$ cat src/rtl/rtc_time_counter.sv
// Real-time counter: 1 s prescaler, 24 h time base, run/pause, range-checked load,
// 12 h/24 h hour presentation, binary or packed-BCD outputs and a minute alarm.
module rtc_time_counter #(
  parameter int unsigned      CNT_W   = 26,
  parameter logic [CNT_W-1:0] CNT_MAX = CNT_W'(49_999_999),
  parameter bit               OUT_BCD = 1'b0
) (
  input  logic       clk,
  input  logic       rst,
  input  logic       en,
  input  logic       mode_12h,
  input  logic       set_vld,
  input  logic [7:0] set_h,
  input  logic [7:0] set_m,
  input  logic [7:0] set_s,
  input  logic       alarm_en,
  input  logic [7:0] alarm_h,
  input  logic [7:0] alarm_m,
  output logic [7:0] h_out,
  output logic [7:0] m_out,
  output logic [7:0] s_out,
  output logic       pm,
  output logic       tick_1s,
  output logic       alarm,
  output logic       set_err
);

  localparam int unsigned HOUR_W = 5;
  localparam int unsigned MS_W   = 6;

  logic [CNT_W-1:0]  cnt;
  logic [HOUR_W-1:0] hour;
  logic [MS_W-1:0]   min;
  logic [MS_W-1:0]   sec;

  logic [HOUR_W-1:0] h_nxt;
  logic [MS_W-1:0]   m_nxt;
  logic [MS_W-1:0]   s_nxt;
  logic              set_ok;
  logic              load;
  logic              cnt_term;
  logic              alarm_hit;
  logic [7:0]        h_disp;

  // Two-digit packed BCD for values 0..99.
  function automatic logic [7:0] to_bcd(input logic [7:0] v);
    logic [3:0] tens;
    logic [3:0] units;
    tens  = 4'(v / 8'd10);
    units = 4'(v % 8'd10);
    return {tens, units};
  endfunction

  // Load qualification; a valid load takes priority over any pending advance.
  always_comb begin
    set_ok   = (set_h <= 8'd23) && (set_m <= 8'd59) && (set_s <= 8'd59);
    load     = set_vld && set_ok;
    cnt_term = (cnt == CNT_MAX);
  end

  // Time after one second advance, with all carries resolved together.
  always_comb begin
    s_nxt = sec;
    m_nxt = min;
    h_nxt = hour;
    if (sec == MS_W'(59)) begin
      s_nxt = '0;
      if (min == MS_W'(59)) begin
        m_nxt = '0;
        h_nxt = (hour == HOUR_W'(23)) ? '0 : hour + HOUR_W'(1);
      end else begin
        m_nxt = min + MS_W'(1);
      end
    end else begin
      s_nxt = sec + MS_W'(1);
    end
    alarm_hit = alarm_en && (s_nxt == '0) &&
                ({2'b00, m_nxt} == alarm_m) && ({3'b000, h_nxt} == alarm_h);
  end

  // Prescaler, time registers and one-cycle status pulses.
  always_ff @(posedge clk) begin
    if (rst) begin
      cnt     <= '0;
      hour    <= '0;
      min     <= '0;
      sec     <= '0;
      tick_1s <= 1'b0;
      alarm   <= 1'b0;
      set_err <= 1'b0;
    end else begin
      tick_1s <= 1'b0;
      alarm   <= 1'b0;
      set_err <= set_vld && !set_ok;
      if (load) begin
        cnt  <= '0;
        hour <= set_h[HOUR_W-1:0];
        min  <= set_m[MS_W-1:0];
        sec  <= set_s[MS_W-1:0];
      end else if (en) begin
        if (cnt_term) begin
          cnt     <= '0;
          hour    <= h_nxt;
          min     <= m_nxt;
          sec     <= s_nxt;
          tick_1s <= 1'b1;
          alarm   <= alarm_hit;
        end else begin
          cnt <= cnt + CNT_W'(1);
        end
      end
    end
  end

  // Hour presentation: 0 -> 12 and 13..23 -> 1..11 in 12 h mode.
  always_comb begin
    h_disp = {3'b000, hour};
    if (mode_12h) begin
      if (hour == '0) begin
        h_disp = 8'd12;
      end else if (hour > HOUR_W'(12)) begin
        h_disp = {3'b000, hour} - 8'd12;
      end
    end
  end

  // Output format conversion is the only combinational path to the outputs.
  always_comb begin
    pm = (hour >= HOUR_W'(12));
    if (OUT_BCD) begin
      h_out = to_bcd(h_disp);
      m_out = to_bcd({2'b00, min});
      s_out = to_bcd({2'b00, sec});
    end else begin
      h_out = h_disp;
      m_out = {2'b00, min};
      s_out = {2'b00, sec};
    end
  end

endmodule

$ cat config.mk
export PLATFORM = sky130hd
export DESIGN_NAME = rtc_time_counter
export DESIGN_NICKNAME = d
export VERILOG_FILES = /design/src/rtl/rtc_time_counter.sv
export SDC_FILE = /design/constraint.sdc
export NUM_CORES = 1
export LEC_CHECK = 0
export CAP_MARGIN = 10
export CORE_MARGIN = 5
export CORE_UTILIZATION = 28
export CTS_CLUSTER_DIAMETER = 40
export CTS_CLUSTER_SIZE = 30
export DETAILED_ROUTE_END_ITERATION = 6
export SETUP_SLACK_MARGIN = 0.5
export SYNTH_ARGS = -nofsm -noshare
export SYNTH_HDL_FRONTEND = slang
export SYNTH_SLANG_ARGS = --single-unit
$ cat constraint.sdc
create_clock -name clk -period 6.2 [get_ports clk]
set_input_delay 1.86 -clock clk [delete_from_list [all_inputs] [get_ports clk]]
set_output_delay 1.86 -clock clk [all_outputs]
set_load 0.005 [all_outputs]
==> Yosys cells after proc, flatten, opt, wreduce, memory -nomap -nowiden <==
Cells that the tools add are included.
{ "classes": {"n_mux": 20, "n_lt_le_gt_ge": 5, "n_eq_ne": 6, "n_bitwise": 2, "addsub": 5, "n_reduce_logical": 16} }
{ "op_table": {"columns": ["cell", "count"], "rows": [
  ["6-bit two-way mux", 9],
  ["5-bit two-way mux", 6],
  ["26-bit by 1-bit adder with 26-bit output (second input constant)", 1],
  ["26-bit equality test (second input constant)", 1],
  ["26-bit two-way mux", 1],
  ["8-bit two-way mux", 3],
  ["8-bit by 6-bit <= comparator with 1-bit output (second input constant)", 2],
  ["6-bit by 1-bit adder with 6-bit output (second input constant)", 2],
  ["6-bit equality test (second input constant)", 2],
  ["5-bit by 8-bit equality test with 1-bit output", 1],
  ["6-bit by 8-bit equality test with 1-bit output", 1],
  ["8-bit by 5-bit <= comparator with 1-bit output (second input constant)", 1],
  ["1-bit logical AND", 7],
  ["6-bit logical NOT", 1],
  ["5-bit by 4-bit subtractor with 6-bit output (second input constant)", 1],
  ["5-bit by 1-bit adder with 5-bit output (second input constant)", 1],
  ["5-bit equality test (second input constant)", 1],
  ["5-bit by 4-bit >= comparator with 1-bit output (second input constant)", 1],
  ["5-bit by 4-bit > comparator with 1-bit output (second input constant)", 1],
  ["5-bit logical NOT", 1],
  ["2-bit nonzero test", 2],
  ["4-bit OR reduction", 1],
  ["3-bit OR reduction", 1],
  ["1-bit inverter", 2],
  ["4 further kinds", 4]
]} }
{ "word_totals": {"elab_cells": 61, "ff_bits": 46, "in_bits": 46, "out_inout_bits": 28} }

==> Longest topological paths before layout <==
{ "logic_depth": {"word_depth": 7, "ltp_mapped": 8, "ltp_nobuf": 8} }

==> Least setup slack after synthesis <==
OpenSTA, ideal clock, no wires.
{ "synth_timing": {"path_kind": "input to output", "from": "in mode_12h", "to": "out h_out[6]", "path_buffers": 1, "required_time_ps": 4340, "t_arrival_ps": 2469, "cell_stages": 3, "slack_ps": 1871, "cell_sequence": "nand2_1 a211oi_1 buf_4"} }
{ "synth_via": {"elab_chain_len": 1} }
{ "synth_rtl": {"columns": ["item", "line_no", "rtl"], "rows": [
  ["start, declared", "11", "input logic mode_12h,"],
  ["8-bit two-way mux", "118", "if (mode_12h) begin"],
  ["end, declared", "19", "output logic [7:0] h_out,"]
]} }
No other way between the ends.

==> Worst setup path after layout <==
{ "layout_timing": {"from": "in mode_12h", "to": "out h_out[5]"} }
The elaborated chain is that of the path after synthesis.

==> impl_metrics.tcl <==
set metrics [dict create \
    synth_top_area_cell "dfxtp_1" \
    rsz0062_at_grt "false" \
    synth_warnings 0 \
    cap_violations 0 \
    clk_path_buf_depth 2 \
    start_util_pct 28.6 \
    drc 0 \
    grt_pass1_wl_um 13600 \
    ctsHoldBuffers 0 \
    htree_levels 2 \
    tns_ns 0 \
    clk_pin_slew_worst_paths_ns 0.10 \
    grt_pass1_vias 2706 \
    p_per_area_mw_per_mm2 139 \
    crit_required_ns 4.34 \
    slew_viol_final 0 \
    post-route-period-util_pct 85.3 \
    dieHeight_um 115 \
    antenna_found_initial 0 \
    cp-start-kind "input pin" \
    drive_above_1_share_pct 4.48 \
    place_congestion 0.863 \
    ys.flop_type "dfxtp_1" \
    route.vias.total 2940 \
    synth_seq_cells 46 \
    crit_path_end_kind "primary output" \
    first_pass_iters 5 \
    die-area_mm2 0.0132 \
    grt_max_degree 35 \
    dpl_cell_area_mm2 0.00385 \
    cts_tree "done" \
    setup-violations-final 0 \
    syn_inst 387 \
    cellLeakagePower_uw 0.00134 \
    cts_resized 0 \
    clock_skew_ns 0.00999 \
    dp_hpwl_um 6430 \
    final-hold-violation-count 0 \
    clock-sinks 46 \
    clkLatencyLatePin_ns 0.31 \
    worstMarginPinSlew_ns 0.975 \
    ys_types 59 \
    core_area_mm2 0.0108 \
    status "completed" \
    nets 500 \
    crit_fanout 4 \
    clk_root_buffer_cell "clkbuf_8" \
    io_pins 74 \
    hp-class "register to register" \
    synthTopCellsByArea "dfxtp_1 (30%), nor2_1 (6.9%), xnor2_1 (4.8%)" \
    core.rowCount 38 \
    wl_per_cell_um 14.3 \
    synth-seq-area-share_pct 29.9 \
    drtAntennaViolNets 0 \
    drt_wl_total_um 8410 \
    grt_use_total_pct 12.5 \
    die_x_um 115 \
    async_flop_share_pct 0 \
    path_class "input pin to primary output" \
    layout_setup_ws_ns 0.908 \
    synth_top_area_share_pct 29.9 \
    area_delta_synth_final_pct 28.0 \
    drtIter0Drc 157 \
    maxSlewHeadroom_pct 34.8 \
    synth_edf_count 0 \
    synth_area_mm2 0.00308 \
    fmax_mhz 189 \
    syn_avg_cell_area_um2 7.97 \
    antenna_cells 0 \
    cp.arrival_ns 3.43 \
    power.total_uw 549 \
    worst_hold_slack_ns 0.517 \
    fin_crit_ns 5.29 \
    grt_overflow 0 \
    finish.instance_area_mm2 0.00395 \
    post-place-ws_ns 0.891 \
    irDropWorstVdd_v 0.0000715 \
    cts_buffers 5 \
    port_buffers 69 \
    viasPerCell 5.02 \
    cts_setup_buffers 0 \
]
-- layout by cell type, fill, tap and decap left out, types with 10 or more instances in the layout --
master	n
xor2_1	15
nor2_1	57
dfxtp_1	46
and3_1	10
inv_1	12
a21oi_1	13
a211oi_1	13
nand3_1	20
clkdlybuf4s50_1	69
o21ai_0	14
nand2_1	27
xnor2_1	17
-- cells in the mapped netlist (all sizes together), types with 10 or more instances --
cell	number
a311oi	10
xor2	15
nand2	28
and3	10
nand3	21
a21oi	13
buf	12
xnor2	17
clkbuf	10
dfxtp	46
a211oi	13
nand4	10
inv	12
o21ai	14
nor2	58
-- sequential cells by signal, indices dropped and copies added (netlist names) --
register / flops
sec: 6
min: 6
cnt: 26
set_err: 1
alarm: 1
tick_1s: 1
hour: 5
-- per-stage QoR --
step,utilization (%),std cells
detailed placement,35.7,578
CTS,36.6,586
global placement,35.7,578
finish,36.6,586
floorplan,-,390
global route,36.6,586
-- cell type report --
class                      instances  area (µm²)
fill                            1120        6850
multi-input combinational        310        2010
sequential                        46         921
timing repair buffer              70         698
tap                              140         175
clock buffer                       5        68.8
inverter                          12        45.0
clock inverter                     3        25.0
-- critical path: stages --
cell	delay [ns]
clkdlybuf4s50_1	0.53
nand2_1	0.11
a211oi_1	0.35
clkdlybuf4s50_1	0.57
-- report_power, final --
group	switching (µW)	internal, µW	leakage [µW]
clock network	112	81.5	0.0000447
registers	2.03	297	0.000371
logic	20.7	34.9	0.000920
-- final timing paths --
path	startpoint	end	slack, ns	cells past startpoint
setup / recovery	mode_12h	h_out[5]	0.91	4
hold / removal	cnt[14]	cnt[14]	0.52	2
setup reg to reg	cnt[0]	cnt[19]	3.55	6
hold reg to reg	cnt[14]	cnt[14]	0.52	2
-- metal layers --
layer / vias up / GRT usage (%) / part of all wire [%]
met2: 81 / 19.9 / 45
met3: 12 / 1.84 / 6.4
met5: - / 0 / 0
met1: 1327 / 17.3 / 47
met4: 0 / 4.15 / 1.7
li1: 1520 / - / -
-- logic make-up after synthesis --
group	share of synthesized area, %
simple gates	32.2
flops	29.9
fa+ha+maj	3.65
buf+inv	5.19
other cells	0.122
mux	3.29
compound gates	16.6
xor+xnor	9.09
Power figures use the tool's default switching activity.
